### src/rtl/inst_fetch_unit_pkg.sv
// rtl/inst_fetch_unit_pkg.sv - shared fetch-stage types and constants
package inst_fetch_unit_pkg;

    localparam int INSTR_W  = 32;
    localparam int OPCODE_W = 7;
    localparam logic [31:0] PC_STEP   = 32'd4;
    localparam logic [31:0] NOP_INSTR = 32'h0000_0013;

    localparam logic [OPCODE_W-1:0] OP_RTYPE  = 7'b0110011;
    localparam logic [OPCODE_W-1:0] OP_ITYPE  = 7'b0010011;
    localparam logic [OPCODE_W-1:0] OP_LOAD   = 7'b0000011;
    localparam logic [OPCODE_W-1:0] OP_STORE  = 7'b0100011;
    localparam logic [OPCODE_W-1:0] OP_BRANCH = 7'b1100011;

    typedef enum logic [1:0] {
        FETCH_IDLE = 2'd0,
        FETCH_REQ  = 2'd1,
        FETCH_DROP = 2'd2
    } fetch_state_e;

    function automatic logic [31:0] align_pc(input logic [31:0] pc);
        return {pc[31:2], 2'b00};
    endfunction

endpackage

### src/rtl/inst_fetch_unit_fetch_fifo.sv
// rtl/inst_fetch_unit_fetch_fifo.sv - {pc, instr} buffer with flush and combinational head
module fetch_fifo #(
    parameter int DEPTH = 2,
    parameter int WIDTH = 64,
    localparam int AW   = $clog2(DEPTH)
) (
    input  logic             clk_i,
    input  logic             rst_i,
    input  logic             push_i,
    input  logic [WIDTH-1:0] push_data_i,
    input  logic             pop_i,
    input  logic             flush_i,
    output logic [AW:0]      count_o,
    output logic [WIDTH-1:0] head_o
);

    localparam logic [AW:0] CNT_FULL = (AW+1)'(DEPTH);

    logic [WIDTH-1:0] r_mem [DEPTH];
    logic [AW-1:0]    r_wr_ptr;
    logic [AW-1:0]    r_rd_ptr;
    logic [AW:0]      r_count;
    logic             w_push;
    logic             w_pop;

    assign w_push = push_i && (r_count < CNT_FULL);
    assign w_pop  = pop_i && (r_count != '0);

    always_ff @(posedge clk_i) begin
        if (!rst_i) begin
            r_wr_ptr <= '0;
            r_rd_ptr <= '0;
            r_count  <= '0;
            for (int i = 0; i < DEPTH; i++) begin
                r_mem[i] <= '0;
            end
        end else if (flush_i) begin
            r_wr_ptr <= '0;
            r_rd_ptr <= '0;
            r_count  <= '0;
        end else begin
            if (w_push) begin
                r_mem[r_wr_ptr] <= push_data_i;
                r_wr_ptr        <= r_wr_ptr + 1'b1;
            end
            if (w_pop) begin
                r_rd_ptr <= r_rd_ptr + 1'b1;
            end
            r_count <= r_count + {{AW{1'b0}}, w_push} - {{AW{1'b0}}, w_pop};
        end
    end

    assign count_o = r_count;
    assign head_o  = r_mem[r_rd_ptr];

endmodule

### src/rtl/inst_fetch_unit.sv
// rtl/inst_fetch_unit.sv - sequential PC fetch with credit-limited buffer and redirect flush
module inst_fetch_unit
    import inst_fetch_unit_pkg::*;
#(
    parameter int          DEPTH    = 2,
    parameter logic [31:0] RESET_PC = 32'h0000_0000
) (
    input  logic                clk_i,
    input  logic                rst_i,
    output logic                imem_req_o,
    output logic [31:0]         imem_addr_o,
    input  logic                imem_ack_i,
    input  logic [INSTR_W-1:0]  imem_data_i,
    input  logic                redirect_i,
    input  logic [31:0]         redirect_pc_i,
    output logic                instr_valid_o,
    input  logic                instr_ready_i,
    output logic [INSTR_W-1:0]  instr_o,
    output logic [31:0]         pc_o,
    output logic [OPCODE_W-1:0] opcode_o
);

    localparam int CW = $clog2(DEPTH) + 1;

    fetch_state_e r_state;
    fetch_state_e w_state_next;
    logic [31:0]  r_pc;
    logic [31:0]  r_req_pc;
    logic [31:0]  w_pc_next;
    logic [31:0]  w_req_pc_next;
    logic [CW-1:0] w_count;
    logic [CW-1:0] w_count_next;
    logic [63:0]  w_head;
    logic         w_push;
    logic         w_pop;
    logic         w_issue;

    assign w_push       = (r_state == FETCH_REQ) && imem_ack_i && !redirect_i;
    assign w_pop        = instr_valid_o && instr_ready_i && !redirect_i;
    assign w_count_next = w_count + {{(CW-1){1'b0}}, w_push} - {{(CW-1){1'b0}}, w_pop};
    // A new request is only launched if its word is guaranteed a slot.
    assign w_issue      = !redirect_i && (w_count_next < CW'(DEPTH));

    always_comb begin
        w_state_next  = r_state;
        w_pc_next     = r_pc;
        w_req_pc_next = r_req_pc;
        case (r_state)
            FETCH_IDLE: begin
                if (w_issue) begin
                    w_state_next  = FETCH_REQ;
                    w_req_pc_next = r_pc;
                    w_pc_next     = r_pc + PC_STEP;
                end
            end
            FETCH_REQ: begin
                if (imem_ack_i) begin
                    if (w_issue) begin
                        w_req_pc_next = r_pc;
                        w_pc_next     = r_pc + PC_STEP;
                    end else begin
                        w_state_next = FETCH_IDLE;
                    end
                end else if (redirect_i) begin
                    w_state_next = FETCH_DROP;
                end
            end
            FETCH_DROP: begin
                if (imem_ack_i) begin
                    w_state_next = FETCH_IDLE;
                end
            end
            default: w_state_next = FETCH_IDLE;
        endcase
        if (redirect_i) begin
            w_pc_next = align_pc(redirect_pc_i);
        end
    end

    always_ff @(posedge clk_i) begin
        if (!rst_i) begin
            r_state  <= FETCH_IDLE;
            r_pc     <= RESET_PC;
            r_req_pc <= '0;
        end else begin
            r_state  <= w_state_next;
            r_pc     <= w_pc_next;
            r_req_pc <= w_req_pc_next;
        end
    end

    fetch_fifo #(
        .DEPTH (DEPTH),
        .WIDTH (64)
    ) u_fifo (
        .clk_i       (clk_i),
        .rst_i       (rst_i),
        .push_i      (w_push),
        .push_data_i ({r_req_pc, imem_data_i}),
        .pop_i       (w_pop),
        .flush_i     (redirect_i),
        .count_o     (w_count),
        .head_o      (w_head)
    );

    assign imem_req_o    = (r_state != FETCH_IDLE);
    assign imem_addr_o   = r_req_pc;
    assign instr_valid_o = (w_count != '0);
    assign instr_o       = w_head[31:0];
    assign pc_o          = w_head[63:32];
    assign opcode_o      = w_head[OPCODE_W-1:0];

endmodule

### config.mk
export PLATFORM = sky130hd
export DESIGN_NAME = inst_fetch_unit
export DESIGN_NICKNAME = d
export VERILOG_FILES = /design/src/rtl/inst_fetch_unit_pkg.sv /design/src/rtl/inst_fetch_unit_fetch_fifo.sv /design/src/rtl/inst_fetch_unit.sv
export SDC_FILE = /design/constraint.sdc
export NUM_CORES = 1
export LEC_CHECK = 0
export ABC_AREA = 1
export BUFFER_PORTS_ARGS = -buffer_cell sky130_fd_sc_hd__buf_2
export CAP_MARGIN = 20
export CORE_MARGIN = 2
export CORE_UTILIZATION = 56
export DETAILED_ROUTE_END_ITERATION = 12
export PLACE_DENSITY_LB_ADDON = 0.12
export SLEW_MARGIN = 0
export SYNTH_ARGS = -nofsm -noshare
export SYNTH_HDL_FRONTEND = slang
export SYNTH_HIERARCHICAL = 1
export SYNTH_SLANG_ARGS = --single-unit
### constraint.sdc
create_clock -name clk_i -period 4.3 [get_ports clk_i]
set_clock_uncertainty 0.2 [all_clocks]
set_input_delay 0.645 -clock clk_i [delete_from_list [all_inputs] [get_ports clk_i]]
set_output_delay 0.645 -clock clk_i [all_outputs]
set_load 0.005 [all_outputs]
==> run_summary.xml, run 1 <==
<?xml version="1.0" encoding="UTF-8"?>
<metrics>
  <group name="sta">
    <metric name="grt_setup_unrepaired" unit="">false</metric>
    <metric name="worst_slew_pin_slew" unit="ns">0.9392</metric>
    <metric name="max_freq" unit="GHz">0.3320</metric>
    <metric name="hold_ws" unit="ns">0.2744</metric>
    <metric name="slew_viol_final" unit="">0</metric>
    <metric name="final_min_period_over_clock_period" unit="%">70.05</metric>
    <metric name="finalHoldViolations" unit="">0</metric>
    <metric name="final_period_minus_worst_setup_slack" unit="ns">3.012</metric>
    <metric name="setup_viol_count_final" unit="">0</metric>
    <metric name="totalNegativeSetupSlack" unit="ns">0</metric>
    <metric name="maxSlewHeadroom" unit="%">37.39</metric>
  </group>
  <group name="synthesis">
    <metric name="synth_top_area_cell" unit="">edfxtp_1</metric>
    <metric name="synth_sequential_area_ratio" unit="%">55.77</metric>
    <metric name="synth_top_cells_by_area" unit="">edfxtp_1, dfxtp_1, mux2_2</metric>
    <metric name="list_of_most_frequent_post_synthesis_cells" unit="">nor2_1, nand2_1, edfxtp_1, inv_1, dfxtp_1</metric>
    <metric name="synthDistinctLibCells" unit="">40</metric>
    <metric name="synth_warnings" unit="">6</metric>
    <metric name="synthMostInstantiatedCell" unit="">nor2_1</metric>
    <metric name="number_of_flops_mapped_to_enable_cells_by_yosys" unit="">128</metric>
    <metric name="synthDominantCellAreaShare" unit="%">41.35</metric>
    <metric name="synthCells" unit="">986</metric>
    <metric name="ys_async_sr_fraction" unit="%">0</metric>
    <metric name="avgSynthCellArea" unit="um2">9.428</metric>
    <metric name="dominantRegCellSynth" unit="">edfxtp_1</metric>
    <metric name="syn_area" unit="um2">9296</metric>
    <metric name="synth.ff_latch_count" unit="">195</metric>
  </group>
  <group name="floorplanning">
    <metric name="die_y" unit="um">132.8</metric>
    <metric name="core.rowCount" unit="">47</metric>
    <metric name="initial_utilization" unit="%">56.66</metric>
    <metric name="boundaryPins" unit="">174</metric>
    <metric name="core_area" unit="um2">16410</metric>
    <metric name="dieArea" unit="um2">17650</metric>
    <metric name="dieWidth" unit="um">132.8</metric>
  </group>
  <group name="power_and_ir_drop">
    <metric name="power_density" unit="nW/um2">375.3</metric>
    <metric name="power_leakage" unit="nW">4.551</metric>
    <metric name="power.total" unit="mW">4.038</metric>
    <metric name="power.ir.vdd_worst" unit="V">0.0002893</metric>
  </group>
  <group name="route">
    <metric name="number_of_vias_per_cell" unit="">4.992</metric>
    <metric name="detailedRoute.firstIterationViolations" unit="">520</metric>
    <metric name="drt-pass1-iter-count" unit="">5</metric>
    <metric name="detail_route.wl_per_cell" unit="um">14.42</metric>
    <metric name="drt_drc_violations_left" unit="">0</metric>
    <metric name="wirelength" unit="um">19720</metric>
    <metric name="detailroute.via_count" unit="">6829</metric>
    <metric name="final_antenna_net_count" unit="">0</metric>
  </group>
  <group name="setup_path">
    <metric name="cp_max_fo" unit="">30</metric>
    <metric name="cpLargestDelayFamily" unit="">flip-flops</metric>
    <metric name="crit_buf_inv" unit="">2</metric>
    <metric name="worst_path_max_delay_cell" unit="">dfxtp_2</metric>
    <metric name="crit_end_category" unit="">output port</metric>
    <metric name="arrival" unit="ns">2.17</metric>
    <metric name="worst-setup-path-type" unit="">flop to output port</metric>
    <metric name="timing.critical_path.slowest_cell_delay" unit="ns">0.79</metric>
    <metric name="r2r_slack" unit="ns">1.58</metric>
    <metric name="worst_setup_path_start_kind" unit="">flop</metric>
    <metric name="crit_path_cell_trace" unit="">buf_4, mux2_2, buf_2</metric>
    <metric name="worst_ep_required_time" unit="ns">3.45</metric>
  </group>
  <group name="final_layout">
    <metric name="finish.net_count" unit="">1208</metric>
    <metric name="area_growth" unit="%">15.72</metric>
    <metric name="layout-drive-gt1-share" unit="%">28.48</metric>
    <metric name="instances_no_fill" unit="">1368</metric>
    <metric name="final_area" unit="um2">10760</metric>
    <metric name="antenna_cells_inserted" unit="">0</metric>
    <metric name="nFillCells" unit="">1390</metric>
  </group>
  <group name="clocking">
    <metric name="htree_levels" unit="">4</metric>
    <metric name="clock_tree.buffer_depth" unit="">2</metric>
    <metric name="cts_resized" unit="">0</metric>
    <metric name="cts.sink_count" unit="">195</metric>
    <metric name="clkSlewWorstSetupHoldPaths" unit="ns">0.07</metric>
    <metric name="clkLatencyLatePin" unit="ns">0.43</metric>
    <metric name="clock_tree_from_tritoncts" unit="">done</metric>
    <metric name="post_cts_setup_buffer_count" unit="">0</metric>
    <metric name="cell_at_the_root_of_the_clock_tree" unit="">clkbuf_16</metric>
    <metric name="cts-buffers-inserted" unit="">17</metric>
    <metric name="cts_hold_repair.buffers" unit="">0</metric>
  </group>
  <group name="global_routing">
    <metric name="grt_use_total" unit="%">22.59</metric>
    <metric name="grt_antenna_before_repair" unit="">0</metric>
    <metric name="pin_count_of_the_biggest_net_entering_global_routing" unit="">66</metric>
    <metric name="overflow" unit="">0</metric>
    <metric name="first_global_vias" unit="">6299</metric>
    <metric name="first_pass_grt_wire_length" unit="um">31210</metric>
  </group>
  <group name="placement">
    <metric name="place.port_buffers" unit="">169</metric>
    <metric name="dpl_cell_area" unit="um2">10180</metric>
    <metric name="dp_cells" unit="">1336</metric>
    <metric name="dpl.hpwl" unit="um">13090</metric>
    <metric name="place_congestion" unit="">0.8867</metric>
  </group>
  <group name="status">
    <metric name="run_status" unit="">finished clean</metric>
  </group>
  <group name="job">
    <metric name="maxCapViolCount" unit="">0</metric>
  </group>
  <group name="worst_hold_path">
    <metric name="min_path_type" unit="">input pin to flop</metric>
  </group>
</metrics>
-- per-stage QoR --
step	setup WS [ns]	utilization (%)
after floorplan	0.7697	-
after detailed placement	1.196	62.02
final	1.288	65.57
after CTS	1.237	65.57
after global routing	1.173	65.57
after global placement	1.289	62.02
-- tightest hold or removal path, stage by stage --
cell and delay [ns]:
buf_2 0.08, o211ai_1 0.07, nor2_1 0.08
-- kinds of logic (layout without fill, tap and decap cells) --
family,count (synthesis),in the layout,share of synthesized area [%]
AND/OR/NAND/NOR,434,434,20.07
flip-flops,195,195,55.77
buffers and inverters,177,336,9.098
AO/OA/AOI/OAI,102,102,5.868
multiplexers,65,65,7.860
XOR/XNOR,8,8,0.7537
adder cells (fa/ha/maj),4,4,0.5384
other,1,4,0.04034
-- per-layer routing --
| layer | up-vias | GRT usage (%) | share of wire, % |
|---|---|---|---|
| li1 | 3482 | - | - |
| met2 | 216 | 36.50 | 46 |
| met1 | 3090 | 30.32 | 45 |
| met3 | 41 | 3.563 | 6.1 |
| met4 | 0 | 9.976 | 3.1 |
| met5 | - | 0 | 0 |
-- layout make-up --
type | count | area (um2) | share of cell area [%]
tap | 220 | 275.3 | 2.559
clock inverter | 14 | 152.6 | 1.419
sequential | 195 | 5186 | 48.21
clock buffer | 18 | 429.2 | 3.989
inverter | 125 | 474.2 | 4.408
timing repair buffer | 179 | 933.4 | 8.676
multi-input combinational | 617 | 3307 | 30.74
-- report_power, final --
group          total (mW)  leakage (nW)  internal (mW)  switching (mW)
Sequential           2.14          1.87           2.08          0.0583
Clock                1.56         0.271          0.865           0.696
Combinational       0.340          2.41          0.134           0.206
-- final timing paths --
kind	startpoint	endpoint	depth (start not counted)
max	flop	pc_o[8]	3
min	redirect_pc_i[14]	r_pc[14]	3
max reg2reg	r_state[1]	imem_addr_o[31]	14
min reg2reg	imem_addr_o[8]	imem_addr_o[8]	2
-- flip-flops by register name (all words and copies together), names as in the netlist, named ones only --
register,cells
u_fifo/count_o,2
u_fifo/r_wr_ptr,1
u_fifo/r_mem,128
imem_addr_o,30
r_pc,30
u_fifo/r_rd_ptr,1
r_state,2
-- cells in the final DEF, fill, tap and decap left out, drive strengths merged, types with 5 or more instances in the layout --
cell type / n
a21oi: 59
buf: 179
clkbuf: 18
clkinv: 7
dfxtp: 67
edfxtp: 128
inv: 126
mux2: 64
nand2: 169
nand3: 48
nor2: 204
nor3: 5
o21ai: 36
xor2: 5
(Power assumes the default switching activity.)
==> inputs of run 2 (changes only) <==
- ABC_AREA: 1 -> 0
- clock period: 4.3 -> 2.9 ns (I/O delays scaled with it)
==> run 2 against run 1 <==
Cell count fell by 17%. Critical path depth up 8. Highest routed layer unchanged. Via count is 6.5% lower. First-iteration DRC count decreased by 9.2%. Synthesized cell count fell by 23%. Final area down 1.8%. Flip-flop and latch count is the same. Global-route usage rose by 0.63 points. Largest power group unchanged. Die area shrank 3.4%. Core utilization up 1.4 points. Sequential share of layout area rose by 0.91 points. Combinational power is 17% higher.
==> run_summary.xml, run 2 <==
<?xml version="1.0" encoding="UTF-8"?>
<metrics>
  <group name="power_and_ir_drop">
    <metric name="power.sequential.fraction" unit="%">54.2</metric>
    <metric name="power_leakage" unit="nW">4.674</metric>
    <metric name="net_switching_power_figure" unit="mW">1.270</metric>
    <metric name="power.clock.fraction" unit="%">38.9</metric>
    <metric name="power.share.switching" unit="%">21.87</metric>
    <metric name="p_comb_share" unit="%">6.8</metric>
    <metric name="power_density" unit="nW/um2">549.9</metric>
    <metric name="power.ir.vdd_worst" unit="V">0.0004056</metric>
    <metric name="internal_power" unit="mW">4.537</metric>
  </group>
  <group name="sta">
    <metric name="hold_ws" unit="ns">0.05017</metric>
    <metric name="worst_slew_pin_slew" unit="ns">0.6200</metric>
    <metric name="totalNegativeSetupSlack" unit="ns">0</metric>
    <metric name="finalHoldViolations" unit="">0</metric>
    <metric name="maxSlewHeadroom" unit="%">58.67</metric>
    <metric name="grt_setup_unrepaired" unit="">false</metric>
    <metric name="final_period_minus_worst_setup_slack" unit="ns">2.797</metric>
    <metric name="slew_viol_final" unit="">0</metric>
    <metric name="max_freq" unit="GHz">0.3575</metric>
    <metric name="final_min_period_over_clock_period" unit="%">96.45</metric>
    <metric name="setup_viol_count_final" unit="">0</metric>
  </group>
  <group name="synthesis">
    <metric name="synth_sequential_area_ratio" unit="%">57.81</metric>
    <metric name="synth_top_family_by_area" unit="">simple AND/OR/NAND/NOR gates</metric>
    <metric name="synth_top_cells_by_area" unit="">edfxtp_1, dfxtp_1, and3_1</metric>
    <metric name="synthCells" unit="">759</metric>
    <metric name="synth.ff_latch_count" unit="">195</metric>
    <metric name="ys_async_sr_fraction" unit="%">0</metric>
    <metric name="syn_area" unit="um2">8969</metric>
    <metric name="avgSynthCellArea" unit="um2">11.82</metric>
    <metric name="synthMostInstantiatedCell" unit="">and3_1</metric>
    <metric name="fraction_of_the_mapped_netlist_area_in_simple_logic_gates" unit="%">18.97</metric>
    <metric name="yosys-mux-area-fraction" unit="%">8.259</metric>
    <metric name="synth_top_area_cell" unit="">edfxtp_1</metric>
    <metric name="synth_fa_ha_area_share" unit="%">0.5580</metric>
    <metric name="number_of_flops_mapped_to_enable_cells_by_yosys" unit="">128</metric>
    <metric name="synthDominantCellAreaShare" unit="%">42.86</metric>
    <metric name="synth-compound-area-share" unit="%">6.459</metric>
    <metric name="list_of_most_frequent_post_synthesis_cells" unit="">and3_1, edfxtp_1, nand2_1, dfxtp_1, mux2_2</metric>
    <metric name="synthDistinctLibCells" unit="">51</metric>
    <metric name="synth_warnings" unit="">6</metric>
    <metric name="dominantRegCellSynth" unit="">edfxtp_1</metric>
    <metric name="yosys.area_share.xor_xnor" unit="%">2.051</metric>
  </group>
  <group name="setup_path">
    <metric name="arrival" unit="ns">2.95</metric>
    <metric name="timing.critical_path.slowest_cell_delay" unit="ns">0.52</metric>
    <metric name="worst-setup-path-type" unit="">input pin to flop</metric>
    <metric name="worst_path_max_delay_cell" unit="">dlygate4sd3_1</metric>
    <metric name="worst_setup_path_start_kind" unit="">input pin</metric>
    <metric name="cp_max_fo" unit="">7</metric>
    <metric name="crit_path_cell_trace" unit="">dlygate4sd3_1, buf_2, and3_4, inv_1, ha_1, xor2_1, xnor2_2, buf_4, nand4_1, or4_1, a31oi_1</metric>
    <metric name="worst_ep_required_time" unit="ns">3.06</metric>
    <metric name="crit_end_category" unit="">flop</metric>
  </group>
  <group name="global_routing">
    <metric name="first_global_vias" unit="">6206</metric>
    <metric name="grt_use_total" unit="%">23.22</metric>
    <metric name="overflow" unit="">0</metric>
    <metric name="layer_with_the_highest_usage_after_global_routing" unit="">met2</metric>
    <metric name="pin_count_of_the_biggest_net_entering_global_routing" unit="">65</metric>
    <metric name="grt_use_met1" unit="%">29.41</metric>
    <metric name="grt_util_met3" unit="%">4.275</metric>
    <metric name="use_met2" unit="%">40.04</metric>
    <metric name="grt_antenna_before_repair" unit="">0</metric>
    <metric name="first_pass_grt_wire_length" unit="um">30840</metric>
  </group>
  <group name="route">
    <metric name="drt-pass1-iter-count" unit="">6</metric>
    <metric name="final_antenna_net_count" unit="">0</metric>
    <metric name="drt_drc_violations_left" unit="">0</metric>
    <metric name="detailedRoute.firstIterationViolations" unit="">472</metric>
    <metric name="detail_route.wl_per_cell" unit="um">17.35</metric>
    <metric name="number_of_vias_per_cell" unit="">5.593</metric>
    <metric name="wirelength" unit="um">19810</metric>
    <metric name="detailroute.via_count" unit="">6387</metric>
  </group>
  <group name="floorplanning">
    <metric name="dieArea" unit="um2">17040</metric>
    <metric name="dieWidth" unit="um">130.6</metric>
    <metric name="initial_utilization" unit="%">56.87</metric>
    <metric name="die_y" unit="um">130.6</metric>
    <metric name="core.rowCount" unit="">46</metric>
    <metric name="boundaryPins" unit="">174</metric>
    <metric name="core_area" unit="um2">15770</metric>
  </group>
  <group name="final_layout">
    <metric name="max_reg_flops" unit="">128</metric>
    <metric name="final_cell_mix" unit="">buf_2, and3_1, edfxtp_1</metric>
    <metric name="area_growth" unit="%">17.73</metric>
    <metric name="finish.net_count" unit="">986</metric>
    <metric name="layout-drive-gt1-share" unit="%">33.69</metric>
    <metric name="layout.cells.most_common" unit="">buf_2</metric>
    <metric name="max_flop_register" unit="">u_fifo/r_mem</metric>
    <metric name="antenna_cells_inserted" unit="">0</metric>
  </group>
  <group name="placement">
    <metric name="place_congestion" unit="">0.8845</metric>
    <metric name="dpl.hpwl" unit="um">13190</metric>
    <metric name="place.port_buffers" unit="">169</metric>
  </group>
  <group name="clocking">
    <metric name="clock_tree.buffer_depth" unit="">2</metric>
    <metric name="cts.sink_count" unit="">195</metric>
    <metric name="clock_tree_from_tritoncts" unit="">done</metric>
    <metric name="cts-buffers-inserted" unit="">17</metric>
    <metric name="clkLatencyLatePin" unit="ns">0.43</metric>
    <metric name="clkSlewWorstSetupHoldPaths" unit="ns">0.07</metric>
    <metric name="htree_levels" unit="">4</metric>
    <metric name="cell_at_the_root_of_the_clock_tree" unit="">clkbuf_16</metric>
  </group>
  <group name="worst_hold_path">
    <metric name="min_path_type" unit="">input pin to flop</metric>
  </group>
  <group name="status">
    <metric name="run_status" unit="">finished clean</metric>
  </group>
  <group name="job">
    <metric name="maxCapViolCount" unit="">0</metric>
  </group>
</metrics>
## run 2: cell types whose count changed in the layout (fill, tap and decap cells not counted), moves of 19 or more
cell and change:
nor2_1 -166, and3_1 +132, inv_1 -100, nand2_1 -89, nand3_1 -30, nor2_2 -23
o21ai_1 -22, a21oi_1 -19
## run 2: final timing paths
check / start / endpoint / slack [ns] / depth (start not counted)
worst max-delay path: imem_ack_i / r_pc[22] / 0.10 / 11
worst max register to register: u_fifo/count_o[1] / r_pc[22] / 0.16 / 9
worst min-delay path: redirect_pc_i[14] / r_pc[14] / 0.05 / 3
worst min register to register: imem_addr_o[22] / imem_addr_o[22] / 0.28 / 2
## run 2: layout make-up
type                       instances  area [um2]
tap                              216       270.3
inverter                          13       48.80
clock buffer                      23       457.9
timing repair buffer             196        1151
multi-input combinational        490        3338
fill                            1287        5211
sequential                       195        5186
clock inverter                     9       106.4
## run 2: timing repair
action | CTS | global route
hold buffers | 1 | 0
buffers inserted | 0 | 1
endpoints found under the setup margin | 0 | 2
gates resized for setup | 0 | 2
endpoints found under the hold margin | 1 | 0
## run 2: logic make-up (layout without fill, tap and decap cells)
kind of cell             Yosys count  count (layout)
AND/OR/NAND/NOR                  291             291
flip-flops                       195             195
AO/OA/AOI/OAI                    102             102
buffers and inverters             79             241
multiplexers                      66              66
XOR/XNOR                          21              21
adder cells (fa/ha/maj)            4               4
other                              1               6
## run 2: through the flow
stage | setup slack [ns] | total power, mW | std cells | area (um2) | util [%]
2_1_floorplan | -0.2438 | 3.413 | 764 | 9032 | -
3_3_place_gp | 0.08407 | 3.588 | 1108 | 9967 | 63.20
3_5_place_dp | 0.001750 | 3.605 | 1108 | 9967 | 63.20
4_1_cts | 0.04269 | 5.851 | 1141 | 10540 | 66.84
5_1_grt | 0.008350 | 6.004 | 1142 | 10560 | 66.95
6_report | 0.1030 | 5.806 | 1142 | 10560 | 66.95
## run 2: metal layers
metal  vias to the layer above  share of wire (%)
met5                         -                  0
met4                         0                2.0
met3                        32                5.2
met2                       199                 50
met1                      3068                 43
li1                       3088                  -
## run 2: power by group through the flow
stage	combinational, mW	sequential, mW	clock [mW]
final	0.397	3.15	2.26
after global routing	0.439	3.16	2.40
after CTS	0.399	3.15	2.30
after detailed placement	0.396	3.21	0
after global placement	0.388	3.20	0
after floorplan	0.225	3.19	0
## run 2: worst max-delay path: cells and delay by family
| family | cells | cell delay [ns] |
|---|---|---|
| AO/OA/AOI/OAI | 1 | 0.16 |
| adder cells (fa/ha/maj) | 1 | 0.17 |
| buffers and inverters | 4 | 0.88 |
| XOR/XNOR | 2 | 0.41 |
| AND/OR/NAND/NOR | 3 | 0.90 |
==> inputs of run 3 (changes only) <==
- CORE_UTILIZATION: 56 -> 35
==> run 3 against run 2 <==
Total power increased by 1.5%. Sequential share of layout area shrank 0.60 points. Die area grew 58%. Clock power up 4%. Critical path depth shrank 2. Non-clock buffer count is the same. Setup slack worse by 0.0025 ns. Register-to-register slack worse by 0.06 ns. Combinational power is 2% higher. Largest power group unchanged. Highest routed layer unchanged. Via count is 2.6% lower. Critical path type is now flop to flop. Largest cell class unchanged. Wire length grew 11%. Final area rose by 1.3%.
==> run_summary.xml, run 3 (synthesis results as in run 2) <==
<?xml version="1.0" encoding="UTF-8"?>
<metrics>
  <group name="status">
    <metric name="run_status" unit="">finished clean</metric>
  </group>
  <group name="floorplanning">
    <metric name="core.rowCount" unit="">58</metric>
    <metric name="die_y" unit="um">164.1</metric>
    <metric name="boundaryPins" unit="">174</metric>
    <metric name="core_area" unit="um2">25180</metric>
    <metric name="dieArea" unit="um2">26920</metric>
    <metric name="dieWidth" unit="um">164.1</metric>
    <metric name="initial_utilization" unit="%">35.62</metric>
  </group>
  <group name="setup_path">
    <metric name="arrival" unit="ns">2.96</metric>
    <metric name="worst-setup-path-type" unit="">flop to flop</metric>
    <metric name="worst_setup_path_start_kind" unit="">flop</metric>
    <metric name="crit_end_category" unit="">flop</metric>
    <metric name="cp_max_fo" unit="">6</metric>
    <metric name="worst_ep_required_time" unit="ns">3.06</metric>
  </group>
  <group name="sta">
    <metric name="worst_path_setup_slack_after_routing" unit="ns">0.1005</metric>
    <metric name="final_min_period_over_clock_period" unit="%">96.54</metric>
    <metric name="final_period_minus_worst_setup_slack" unit="ns">2.800</metric>
    <metric name="max_freq" unit="GHz">0.3572</metric>
    <metric name="hold_ws" unit="ns">0.06113</metric>
    <metric name="setup_viol_count_final" unit="">0</metric>
    <metric name="slew_viol_final" unit="">0</metric>
    <metric name="totalNegativeSetupSlack" unit="ns">0</metric>
    <metric name="worst_slew_pin_slew" unit="ns">0.6658</metric>
    <metric name="finalHoldViolations" unit="">0</metric>
    <metric name="maxSlewHeadroom" unit="%">55.61</metric>
  </group>
  <group name="clocking">
    <metric name="clkLatencyLatePin" unit="ns">0.43</metric>
    <metric name="clkSlewWorstSetupHoldPaths" unit="ns">0.07</metric>
    <metric name="clock_tree_from_tritoncts" unit="">done</metric>
    <metric name="cell_at_the_root_of_the_clock_tree" unit="">clkbuf_16</metric>
    <metric name="clock_tree.buffer_depth" unit="">2</metric>
    <metric name="htree_levels" unit="">4</metric>
    <metric name="cts.sink_count" unit="">195</metric>
    <metric name="post_cts_setup_buffer_count" unit="">0</metric>
    <metric name="cts-buffers-inserted" unit="">17</metric>
  </group>
  <group name="final_layout">
    <metric name="antenna_cells_inserted" unit="">0</metric>
    <metric name="final_area" unit="um2">10700</metric>
    <metric name="layout.cells.most_common" unit="">buf_2</metric>
    <metric name="instances_no_fill" unit="">1256</metric>
    <metric name="max_flop_register" unit="">u_fifo/r_mem</metric>
    <metric name="final_cell_mix" unit="">buf_2, and3_1, edfxtp_1</metric>
    <metric name="area_growth" unit="%">19.25</metric>
    <metric name="layout-drive-gt1-share" unit="%">33.91</metric>
    <metric name="final_core_util" unit="%">42.47</metric>
    <metric name="finish.net_count" unit="">986</metric>
    <metric name="max_reg_flops" unit="">128</metric>
  </group>
  <group name="power_and_ir_drop">
    <metric name="power_leakage" unit="nW">4.676</metric>
    <metric name="power.sequential.fraction" unit="%">53.4</metric>
    <metric name="power.ir.vdd_worst" unit="V">0.0002872</metric>
    <metric name="p_comb_share" unit="%">6.9</metric>
    <metric name="internal_power" unit="mW">4.539</metric>
    <metric name="net_switching_power_figure" unit="mW">1.352</metric>
    <metric name="power.clock.fraction" unit="%">39.7</metric>
    <metric name="power.share.switching" unit="%">22.95</metric>
    <metric name="power_density" unit="nW/um2">550.8</metric>
    <metric name="power.total" unit="mW">5.891</metric>
  </group>
  <group name="global_routing">
    <metric name="first_global_vias" unit="">5889</metric>
    <metric name="grt_antenna_before_repair" unit="">0</metric>
    <metric name="pin_count_of_the_biggest_net_entering_global_routing" unit="">129</metric>
    <metric name="grt_use_total" unit="%">16.45</metric>
    <metric name="first_pass_grt_wire_length" unit="um">33930</metric>
    <metric name="overflow" unit="">0</metric>
  </group>
  <group name="placement">
    <metric name="dp_cells" unit="">1223</metric>
    <metric name="placement.setup.worst_slack" unit="ns">0.01458</metric>
    <metric name="dpl.hpwl" unit="um">13810</metric>
    <metric name="dpl_cell_area" unit="um2">10090</metric>
    <metric name="place.port_buffers" unit="">169</metric>
    <metric name="place_congestion" unit="">0.7663</metric>
  </group>
  <group name="route">
    <metric name="wirelength" unit="um">21910</metric>
    <metric name="drt_drc_violations_left" unit="">0</metric>
    <metric name="detailroute.via_count" unit="">6224</metric>
    <metric name="detail_route.wl_per_cell" unit="um">17.44</metric>
    <metric name="drt-pass1-iter-count" unit="">4</metric>
    <metric name="detailedRoute.firstIterationViolations" unit="">483</metric>
    <metric name="final_antenna_net_count" unit="">0</metric>
    <metric name="number_of_vias_per_cell" unit="">4.955</metric>
  </group>
  <group name="job">
    <metric name="maxCapViolCount" unit="">0</metric>
  </group>
  <group name="worst_hold_path">
    <metric name="min_path_type" unit="">input pin to flop</metric>
  </group>
</metrics>
## run 3: power groups by stage
| stage | combinational, mW | clock [mW] | sequential [mW] |
|---|---|---|---|
| 2_1_floorplan | 0.225 | 0 | 3.19 |
| 3_3_place_gp | 0.409 | 0 | 3.21 |
| 3_5_place_dp | 0.409 | 0 | 3.21 |
| 4_1_cts | 0.412 | 2.41 | 3.15 |
| 5_1_grt | 0.452 | 2.53 | 3.16 |
| 6_report | 0.404 | 2.34 | 3.15 |
## run 3: cell type report
class,count,area [um2]
clock inverter,10,92.59
multi-input combinational,490,3338
tap,330,412.9
fill,2459,14490
sequential,195,5189
clock buffer,22,488.0
timing repair buffer,196,1126
inverter,13,48.80
## run 3: critical path: stages (launching register included)
cell	delay, ns
dfxtp_1	0.31
or2_2	0.32
and3_1	0.22
ha_1	0.21
xor2_1	0.23
xnor2_2	0.18
buf_4	0.20
nand4_1	0.23
or4_1	0.47
a31oi_1	0.16
## run 3: timing repair
action | CTS | global route
gates resized for setup | 0 | 2
hold buffers | 1 | 0
hold endpoints to repair | 1 | 0
endpoints found under the setup margin | 0 | 7
## run 3: path summary, 6_finish.rpt
kind                     startpoint             end  slack [ns]  depth (start not counted)
setup / recovery  u_fifo/count_o[1]        r_pc[22]        0.10                          9
hold / removal    redirect_pc_i[14]        r_pc[14]        0.06                          3
setup reg to reg  u_fifo/count_o[1]        r_pc[22]        0.10                          9
hold reg to reg      imem_addr_o[7]  imem_addr_o[7]        0.28                          2
## run 3: per-layer routing
layer	track usage [%]	vias up	wire [um]
met5	0	-	0
met4	4.107	0	201
met3	3.131	14	967
met2	25.83	160	10200
met1	23.40	2974	10540
li1	-	3076	-
